`config.mk`:
```
export PLATFORM = sky130hd
export DESIGN_NAME = p1_window_reader
export DESIGN_NICKNAME = d
export VERILOG_FILES = /design/src/rtl/cnn_pkg.sv /design/src/rtl/p1_tap_counter.sv /design/src/rtl/p1_window_reader.sv
export SDC_FILE = /design/constraint.sdc
export NUM_CORES = 1
export LEC_CHECK = 0
export ABC_CLOCK_PERIOD_IN_PS = 2700
export BUFFER_PORTS_ARGS = -buffer_cell sky130_fd_sc_hd__buf_2
export CAP_MARGIN = 20
export CORE_ASPECT_RATIO = 1.1
export CORE_MARGIN = 5
export CORE_UTILIZATION = 34
export CTS_CLUSTER_SIZE = 10
export DETAILED_ROUTE_END_ITERATION = 16
export GPL_TIMING_DRIVEN = 0
export PLACE_DENSITY_LB_ADDON = 0.08
export SYNTH_ARGS = -nofsm -noshare
export SYNTH_HDL_FRONTEND = slang
export SYNTH_HIERARCHICAL = 1
export SYNTH_SLANG_ARGS = --single-unit
```
`constraint.sdc`:
```
create_clock -name clk -period 2.7 [get_ports clk]
set_input_delay 0.135 -clock clk [delete_from_list [all_inputs] [get_ports clk]]
set_output_delay 0.135 -clock clk [all_outputs]
set_load 0.02 [all_outputs]
```
`src/rtl/cnn_pkg.sv`:
```
// Shared constants and types for the pooled-map window reader.
//   IMG_W   : pooled map edge length (map is IMG_W x IMG_W, row-major)
//   KERNEL  : conv-2 kernel edge length
//   ADDR_W  : pooled-map address width
//   RD_LAT  : memory read latency in cycles (tap tags are delayed to match)
//   reader_state_e : reader FSM encoding, also exported as a debug port
package cnn_pkg;

  localparam int IMG_W  = 12;
  localparam int KERNEL = 5;
  localparam int ADDR_W = 8;
  localparam int RD_LAT = 1;

  typedef enum logic [1:0] {
    ST_IDLE  = 2'd0,
    ST_RUN   = 2'd1,
    ST_DRAIN = 2'd2,
    ST_DONE  = 2'd3
  } reader_state_e;

endpackage

```
`src/rtl/p1_tap_counter.sv`:
```
// Nested window/tap counter: kx innermost, then ky, ox, oy outermost.
// Ports:
//   clk, rst_n   : clock, asynchronous active-low reset
//   clear        : synchronous return of every counter to 0 (pass start)
//   advance      : step to the next tap (one tap consumed this cycle)
//   ky, kx       : kernel position 0..KERNEL-1
//   oy, ox       : window origin 0..N_WIN-1
//   ky_wrap      : current tap is the last tap of its window
//   oy_wrap      : current tap is the last tap of the whole pass
module p1_tap_counter
  import cnn_pkg::*;
#(
  parameter int N_WIN = 8
) (
  input  logic       clk,
  input  logic       rst_n,
  input  logic       clear,
  input  logic       advance,
  output logic [2:0] ky,
  output logic [2:0] kx,
  output logic [3:0] oy,
  output logic [3:0] ox,
  output logic       ky_wrap,
  output logic       oy_wrap
);

  logic [2:0] ky_q, ky_d, kx_q, kx_d;
  logic [3:0] oy_q, oy_d, ox_q, ox_d;
  logic       kx_wrap, ox_wrap;

  // Each wrap flag already includes every inner wrap, so it marks the
  // exact tap on which that counter rolls over.
  always_comb begin
    kx_wrap = (kx_q == 3'(KERNEL - 1));
    ky_wrap = kx_wrap && (ky_q == 3'(KERNEL - 1));
    ox_wrap = ky_wrap && (ox_q == 4'(N_WIN - 1));
    oy_wrap = ox_wrap && (oy_q == 4'(N_WIN - 1));
  end

  always_comb begin
    ky_d = ky_q;
    kx_d = kx_q;
    oy_d = oy_q;
    ox_d = ox_q;
    if (clear) begin
      ky_d = '0;
      kx_d = '0;
      oy_d = '0;
      ox_d = '0;
    end else if (advance) begin
      kx_d = kx_wrap ? 3'd0 : kx_q + 3'd1;
      if (kx_wrap) ky_d = ky_wrap ? 3'd0 : ky_q + 3'd1;
      if (ky_wrap) ox_d = ox_wrap ? 4'd0 : ox_q + 4'd1;
      if (ox_wrap) oy_d = oy_wrap ? 4'd0 : oy_q + 4'd1;
    end
  end

  always_ff @(posedge clk or negedge rst_n) begin
    if (!rst_n) begin
      ky_q <= '0;
      kx_q <= '0;
      oy_q <= '0;
      ox_q <= '0;
    end else begin
      ky_q <= ky_d;
      kx_q <= kx_d;
      oy_q <= oy_d;
      ox_q <= ox_d;
    end
  end

  assign ky = ky_q;
  assign kx = kx_q;
  assign oy = oy_q;
  assign ox = ox_q;

endmodule

```
`src/rtl/p1_window_reader.sv`:
```
// Streams every 5x5 window of the 12x12 pooled map to the conv-2 MAC:
// issues one memory read per accepted tap and tags the returning data.
// Optional build macro P1_READ_ZEROPAD_EN adds a 2-pixel zero border
// (12x12 windows, out-of-map taps flagged with pad instead of read).
// Ports:
//   clk, reset          : clock, asynchronous active-low reset
//   start               : one-cycle pulse, starts a pass from IDLE or DONE
//   ready               : consumer accepts a tap this cycle
//   rd_en, addr         : memory read strobe and row-major address
//   tap_row, tap_col    : kernel position of the data returning this cycle
//   first_tap, last_tap : returning tap is (0,0) / (4,4) of its window
//   out_valid           : returning data and tags are valid
//   pad                 : returning tap is border padding (consumer uses 0)
//   busy, done          : pass in progress / pass complete
//   state_dbg           : current FSM state
//
// Handshake: a tap is issued in exactly the cycles where state is RUN and
// ready=1; its tags appear with out_valid RD_LAT cycles later. ready=0
// holds every counter and the address, so a stall never skips or repeats.
module p1_window_reader
  import cnn_pkg::*;
(
  input  logic              clk,
  input  logic              reset,
  input  logic              start,
  input  logic              ready,
  output logic              rd_en,
  output logic [ADDR_W-1:0] addr,
  output logic [2:0]        tap_row,
  output logic [2:0]        tap_col,
  output logic              first_tap,
  output logic              last_tap,
  output logic              out_valid,
  output logic              pad,
  output logic              busy,
  output logic              done,
  output reader_state_e     state_dbg
);

`ifdef P1_READ_ZEROPAD_EN
  localparam int N_WIN = IMG_W;
  localparam int PAD_W = (KERNEL - 1) / 2;
`else
  localparam int N_WIN = IMG_W - KERNEL + 1;
`endif

  reader_state_e     state_q, state_d;
  logic [1:0]        drain_q, drain_d;
  logic [2:0]        ky, kx;
  logic [3:0]        oy, ox;
  logic              win_last, pass_last;
  logic              issue, start_ok;
  logic [4:0]        row_sum, col_sum;
  logic              pad_tap;
  logic [ADDR_W-1:0] addr_calc;

  logic              out_valid_q, out_valid_d;
  logic [2:0]        tap_row_q, tap_row_d, tap_col_q, tap_col_d;
  logic              first_q, first_d, last_q, last_d;

  always_comb begin
    issue    = (state_q == ST_RUN) && ready;
    start_ok = start && ((state_q == ST_IDLE) || (state_q == ST_DONE));
  end

  p1_tap_counter #(.N_WIN(N_WIN)) u_tap_counter (
    .clk     (clk),
    .rst_n   (reset),
    .clear   (start_ok),
    .advance (issue),
    .ky      (ky),
    .kx      (kx),
    .oy      (oy),
    .ox      (ox),
    .ky_wrap (win_last),
    .oy_wrap (pass_last)
  );

  // Map position of the current tap and its read address (8-bit math).
  always_comb begin
    row_sum = 5'(oy) + 5'(ky);
    col_sum = 5'(ox) + 5'(kx);
`ifdef P1_READ_ZEROPAD_EN
    pad_tap   = (row_sum < 5'(PAD_W)) || (row_sum >= 5'(IMG_W + PAD_W)) ||
                (col_sum < 5'(PAD_W)) || (col_sum >= 5'(IMG_W + PAD_W));
    // Garbage when pad_tap is set; never driven out in that case.
    addr_calc = ADDR_W'(row_sum - 5'(PAD_W)) * ADDR_W'(IMG_W) +
                ADDR_W'(col_sum - 5'(PAD_W));
`else
    pad_tap   = 1'b0;
    addr_calc = ADDR_W'(row_sum) * ADDR_W'(IMG_W) + ADDR_W'(col_sum);
`endif
  end

  // ---- FSM: state register ----
  always_ff @(posedge clk or negedge reset) begin
    if (!reset) begin
      state_q <= ST_IDLE;
      drain_q <= '0;
    end else begin
      state_q <= state_d;
      drain_q <= drain_d;
    end
  end

  // ---- FSM: next state ----
  // A start coinciding with the final issue is in RUN, so it is ignored.
  always_comb begin
    state_d = state_q;
    drain_d = drain_q;
    case (state_q)
      ST_IDLE, ST_DONE: if (start) state_d = ST_RUN;
      ST_RUN: begin
        if (issue && pass_last) begin
          state_d = ST_DRAIN;
          drain_d = '0;
        end
      end
      ST_DRAIN: begin
        if (drain_q == 2'(RD_LAT - 1)) state_d = ST_DONE;
        else                           drain_d = drain_q + 2'd1;
      end
      default: state_d = ST_IDLE;
    endcase
  end

  // ---- FSM: outputs ----
  always_comb begin
    rd_en     = issue && !pad_tap;
    busy      = (state_q == ST_RUN) || (state_q == ST_DRAIN);
    done      = (state_q == ST_DONE);
    state_dbg = state_q;
  end

  // Tap tags travel with the read; they are zero whenever no tap returns.
  always_comb begin
    out_valid_d = issue;
    tap_row_d   = issue ? ky : 3'd0;
    tap_col_d   = issue ? kx : 3'd0;
    first_d     = issue && (ky == 3'd0) && (kx == 3'd0);
    last_d      = issue && win_last;
  end

  always_ff @(posedge clk or negedge reset) begin
    if (!reset) begin
      out_valid_q <= 1'b0;
      tap_row_q   <= '0;
      tap_col_q   <= '0;
      first_q     <= 1'b0;
      last_q      <= 1'b0;
    end else begin
      out_valid_q <= out_valid_d;
      tap_row_q   <= tap_row_d;
      tap_col_q   <= tap_col_d;
      first_q     <= first_d;
      last_q      <= last_d;
    end
  end

  assign out_valid = out_valid_q;
  assign tap_row   = tap_row_q;
  assign tap_col   = tap_col_q;
  assign first_tap = first_q;
  assign last_tap  = last_q;

`ifdef P1_READ_ZEROPAD_EN
  // Padding taps keep the last real address on the bus.
  logic [ADDR_W-1:0] addr_q, addr_d;
  logic              pad_q, pad_d;

  always_comb begin
    addr_d = (issue && !pad_tap) ? addr_calc : addr_q;
    pad_d  = issue && pad_tap;
  end

  always_ff @(posedge clk or negedge reset) begin
    if (!reset) begin
      addr_q <= '0;
      pad_q  <= 1'b0;
    end else begin
      addr_q <= addr_d;
      pad_q  <= pad_d;
    end
  end

  assign addr = pad_tap ? addr_q : addr_calc;
  assign pad  = pad_q;
`else
  assign addr = addr_calc;
  assign pad  = 1'b0;
`endif

endmodule

```
# Yosys cells after proc, flatten, opt, wreduce, memory -nomap -nowiden
# Index checks and enable logic that the tools add are counted.
[totals] in_bits=4 elab_cells=81 regBits=27 output_inout_bits=23
[op_classes] n_reduce_logical=26 n_mux=24 n_eq_ne=11 n_addsub=8 n_mul=1
[ops] op="two-way mux 4 bit" n=8
[ops] op="two-way mux 3 bit" n=9
[ops] op="adder 4 x 3 -> 5 bit" n=2
[ops] op="two-way mux 2 bit" n=5
[ops] op="nonzero test 2 bit" n=5
[ops] op="logical AND 1 bit" n=9
[ops] op="adder 4 x 1 -> 4 bit, second input constant" n=2
[ops] op="adder 8 x 5 -> 8 bit" n=1
[ops] op="== test 4 x 3 -> 1 bit, second input constant" n=2
[ops] op="adder 3 x 1 -> 3 bit, second input constant" n=2
[ops] op="== test 3 bit, second input constant" n=2
[ops] op="logical NOT 3 bit" n=2
[ops] op="multiplier 5 x 2 -> 6 bit, second input constant" n=1
[ops] op="inequality test 2 bit, second input constant" n=3
[ops] op="case mux 2 bit (3 select lines)" n=1
[ops] op="AND reduction 2 bit" n=3
[ops] op="AND reduction 3 bit" n=2
[ops] op="== test 2 bit, second input constant" n=2
[ops] op="logical NOT 2 bit" n=2
[ops] op="case mux 2 bit (2 select lines)" n=1
[ops] op="adder 2 x 1 -> 2 bit, second input constant" n=1
[ops] op="== test 2 x 1 -> 1 bit, second input constant" n=1
[ops] op="logical OR 1 bit" n=2
[ops] op="inequality test 2 x 1 -> 1 bit, second input constant" n=1
[ops] op="OR reduction 2 bit" n=1

# Logic depth before layout (Yosys ltp)
[depth] word_depth=8 depth_mapped=10 mapped_depth_nobuf=10

# Cells and area by module
# Netlist, hierarchy kept.
[by_module_without_submodules] mod="p1_window_reader" seq_area_each_um2=325.3 area_each_um2=1204.9 instances=1 cells_per_inst=129
[by_module_without_submodules] mod="p1_tap_counter" seq_area_each_um2=350.3 area_each_um2=842.1 instances=1 cells_per_inst=86

# Least setup slack after synthesis
# OpenSTA, ideal clock, no wires.
[synth_path] path_type="register to output" startpoint="register u_tap_counter.ky_q[0], in the netlist u_tap_counter/ky[0]" endpoint="output port addr[6]" n_path_buf=0 setup_slack_ps=-316 t_arrival_ps=2881 path_stages_with_launch=11 required_ps=2565 cell_sequence="dfrtp_1 ha_1 fa_1 xnor2_2 inv_2 ha_1 and3_2 a2111oi_4 nand3_1 nor2b_1 xnor2_1"
[synth_via] elab_chain_len=3
[synth_lines] element="from (decl)" line_no="p1_tap_counter.sv:27" text="logic [2:0] ky_q, ky_d, kx_q, kx_d;"
[synth_lines] element="from (signal assigned)" line_no="p1_tap_counter.sv:65" text="ky_q <= ky_d;"
[synth_lines] element="adder 4 x 3 -> 5 bit" line_no="p1_window_reader.sv:81" text="row_sum = 5'(oy) + 5'(ky);"
[synth_lines] element="multiplier 5 x 2 -> 6 bit" line_no="p1_window_reader.sv:91" text="addr_calc = ADDR_W'(row_sum) * ADDR_W'(IMG_W) + ADDR_W'(col_sum);"
[synth_lines] element="adder 8 x 5 -> 8 bit" line_no="p1_window_reader.sv:91"
[synth_lines] element="to (decl)" line_no="p1_window_reader.sv:28" text="output logic [ADDR_W-1:0] addr,"
# No other way between the ends.

# Worst setup path in the final report
[layout_path] startpoint="register u_tap_counter.ky_q[2], in the netlist u_tap_counter/ky[2]" endpoint="output port addr[7]"
# The elaborated chain is that of the path after synthesis.

==> impl_metrics.py <==
metrics = {
    "status": {
        "outcome": "finished, violations left",
        "violations": "setup timing",
    },
    "synthesis": {
        "synth-seq-cells": 27,
        "synth_top_area_share_pct": 33.0,
        "synth_top_area_cell": "dfrtp_1",
        "async_flop_share_pct": 100,
        "avgSynthCellArea_sq_um": 9.52,
        "ys_types": 51,
        "synth_area_leaders": "dfrtp_1, ha_1, a21oi_1",
        "netlist_area_sq_um": 2050,
        "ys_warn_count": 6,
        "synth.yosys.seq_area_share_pct": 33.0,
        "synth_edf_count": 0,
        "syn_inst": 215,
        "synthFlopType": "dfrtp_1",
        "syn_nets": 246,
    },
    "sta": {
        "finalCriticalPeriod_ns": 3.11,
        "clock_skew_ns": 0.00748,
        "worst_pin_slew_ns": 0.612,
        "hold_viol_final": 0,
        "fmax_mhz": 322,
        "fin_ws_ns": -0.407,
        "max_slew_margin_pct": 59.2,
        "setup_tns_ns": -1.04,
        "period_share_pct": 115,
        "setup_violations": 4,
        "slew_violations": 0,
        "rsz0062_at_grt": "true",
    },
    "cts": {
        "cts_tree": "yes",
        "clkLatencyLatePin_ns": 0.28,
        "cts.path.max_buffers": 2,
        "cts_buffers": 3,
        "cts-root-buf": "clkbuf_8",
        "clock-sinks": 27,
        "clk_pin_slew_worst_paths_ns": 0.10,
        "htree_num_levels": 1,
    },
    "die": {
        "pin_count": 27,
        "die-area_sq_um": 7670,
        "core-area_sq_um": 5810,
        "die_w_um": 84.0,
        "rows": 29,
        "initial_utilization_pct": 35.3,
        "die_h_um": 91.4,
    },
    "setup_path": {
        "critPathKind": "flip-flop to primary output",
        "cpMostUsedCell": "ha_4",
        "slowest_delay_ns": 0.44,
        "worstPathCellList": "ha_4, nand3_1, and3b_2, nor2_4, ha_4, and3_2, a2111oi_4, a21oi_2, nand4bb_4, xor2_2, buf_4",
        "end_kind": "primary output",
        "cp_max_fo": 4,
        "timing.rr.end": "u_tap_counter/oy[2]$_DFFE_PN0P_",
        "cp.required_ns": 2.57,
        "start_kind": "flip-flop",
        "ff2ff_path_depth": 8,
        "critical_path.startpoint": "u_tap_counter/ky[2]$_DFFE_PN0P_",
        "rr_startpoint": "state_dbg[1]$_DFFE_PN0P_",
        "setup.worst_path.end": "addr[7]",
        "critical_path_arrival_ns": 2.97,
        "critPathSlowestCell": "dfrtp_2",
        "reg2reg_slack_ns": 0.44,
    },
    "placement": {
        "place_ws_ns": -0.301,
        "placed_cell_area_sq_um": 2360,
        "port_buffers": 25,
        "dp.final_hpwl_um": 3280,
        "gp_congestion": 0.704,
    },
    "pwr": {
        "irDropWorstVdd_uv": 460,
        "p_per_area_nw_per_um2": 480,
        "p_leak_uw": 0.00125,
    },
    "route": {
        "ant_nets": 0,
        "drtIter0Drc": 17,
        "vias": 1628,
        "drt_wl_total_um": 4490,
        "drc": 0,
        "dr.pass1.iters": 4,
        "post_drt_wl_per_cell_um": 13.6,
        "routed_via_density": 4.92,
    },
    "global_routing": {
        "grt_usage_pct": 12.6,
        "grt-ovfl-total": 0,
        "grt_max_degree": 28,
        "grt_pass1_vias": 1632,
        "antenna_found_initial": 0,
        "grt_pass1_wl_um": 7980,
    },
    "cells_and_area": {
        "final_cell_area_sq_um": 2600,
        "drive_gt1_share_pct": 33.5,
        "postLayoutCoreUtil_pct": 44.8,
        "area_growth_syn_to_layout_pct": 27.1,
        "n_antenna_cell": 0,
        "nNetsFinal": 286,
    },
    "min_path": {
        "min_path_type": "input pin to flip-flop",
    },
    "job": {
        "drv_cap": 0,
    },
}
cells in the mapped netlist (all sizes together) (3+ instances only):
| cell | n |
|---|---|
| clkbuf | 3 |
| nand4 | 3 |
| a21oi | 19 |
| nor2 | 11 |
| fa | 3 |
| nand3 | 10 |
| nor3 | 5 |
| nand3b | 3 |
| dfrtp | 27 |
| xnor2 | 6 |
| nand2 | 12 |
| or3 | 3 |
| mux2 | 3 |
| ha | 24 |
| a21o | 4 |
| and3 | 11 |
| nor2b | 4 |
| o21ai | 12 |
| inv | 23 |
layer usage:
layer	global-route usage [%]	routed length (um)	part of all wire, %	vias to the layer above
li1	-	-	-	838
met1	16.1	2110	47	765
met2	22.2	2220	49	18
met3	1.18	86	1.9	7
met4	4.02	73	1.6	0
met5	0	0	0	-
worst max-delay path, delay by kind of cell (launching register included):
family | cells | cell delay, ns
flip-flops | 1 | 0.44
AO/OA/AOI/OAI | 2 | 0.37
AND/OR/NAND/NOR | 5 | 0.99
XOR/XNOR | 1 | 0.18
adder cells (fa/ha/maj) | 2 | 0.54
buffers and inverters | 1 | 0.16
area by class of cell:
cell class | instances | area [sq um]
Clock buffer | 3 | 41.3
Fill cell | 579 | 3200
Timing Repair Buffer | 35 | 215
Multi-Input combinational cell | 159 | 1430
Sequential cell | 27 | 682
Buffer | 6 | 41.3
Inverter | 23 | 91.3
Clock inverter | 1 | 8.76
Tap cell | 77 | 96.3
placed cells by master, fill, tap and decap left out, types with 3 or more instances in the layout:
master / instances
inv_1: 21
o21ai_0: 11
or3_1: 3
dfrtp_2: 5
ha_1: 16
xnor2_1: 4
and3_1: 10
nand3_1: 6
nand3b_1: 3
a21oi_1: 15
a21o_1: 3
nor3_1: 4
buf_2: 20
buf_4: 16
nand2_1: 12
dfrtp_1: 22
clkbuf_1: 3
clkbuf_8: 3
nor2_1: 10
nor2b_1: 3
ha_4: 7
a21oi_2: 3
nand3_2: 4
cells by family (layout without fill, tap and decap cells):
| group | after synthesis | count (layout) | share of synthesized area [%] |
|---|---|---|---|
| AO/OA/AOI/OAI | 45 | 45 | 14.1 |
| buffers and inverters | 29 | 68 | 6.54 |
| flip-flops | 27 | 27 | 33.0 |
| adder cells (fa/ha/maj) | 27 | 27 | 17.6 |
| XOR/XNOR | 8 | 8 | 3.79 |
| multiplexers | 5 | 5 | 3.00 |
| other | 1 | 1 | 0.183 |
| AND/OR/NAND/NOR | 73 | 73 | 21.8 |
power breakdown:
group          internal [uW]  switching (uW)
clock                    109             140
sequential               448            49.9
combinational            170             334
total                    726             524
flip-flops by register name (all words and copies together), names as in the netlist:
register,cells
state_dbg,2
u_tap_counter/ky,3
u_tap_counter/kx,3
tap_row,3
tap_col,3
out_valid,1
u_tap_counter/oy,4
last_tap,1
first_tap,1
u_tap_counter/ox,4
drain_q,2
per-stage QoR:
stage | hold slack [ns] | power (uW) | cells
floorplan | -0.161 | 862 | 215
global placement | 0.199 | 1010 | 317
detailed placement | 0.205 | 1010 | 317
CTS | 0.176 | 1270 | 328
global route | 0.189 | 1360 | 331
finish | 0.187 | 1250 | 331
how the worst min path moves through the flow:
stage / startpoint / depth (start not counted) / endpoint
2_1_floorplan: reset / 0 / drain_q[0]$_DFFE_PN0P_
3_3_place_gp: reset / 1 / tap_col[2]$_DFF_PN0_
3_5_place_dp: reset / 1 / tap_col[2]$_DFF_PN0_
4_1_cts: ready / 2 / tap_row[1]$_DFF_PN0_
5_1_grt: ready / 2 / tap_row[1]$_DFF_PN0_
6_report: ready / 2 / tap_row[1]$_DFF_PN0_
what timing repair did:
item / 4_1_cts / 5_1_grt
setup endpoints to repair: 5 / 5
pin swaps: 0 / 2
setup buffers: 6 / 3
hold buffers: 1 / 0
gates resized for setup: 22 / 5
hold endpoints to repair: 27 / 0
(Power assumes the default switching activity.)
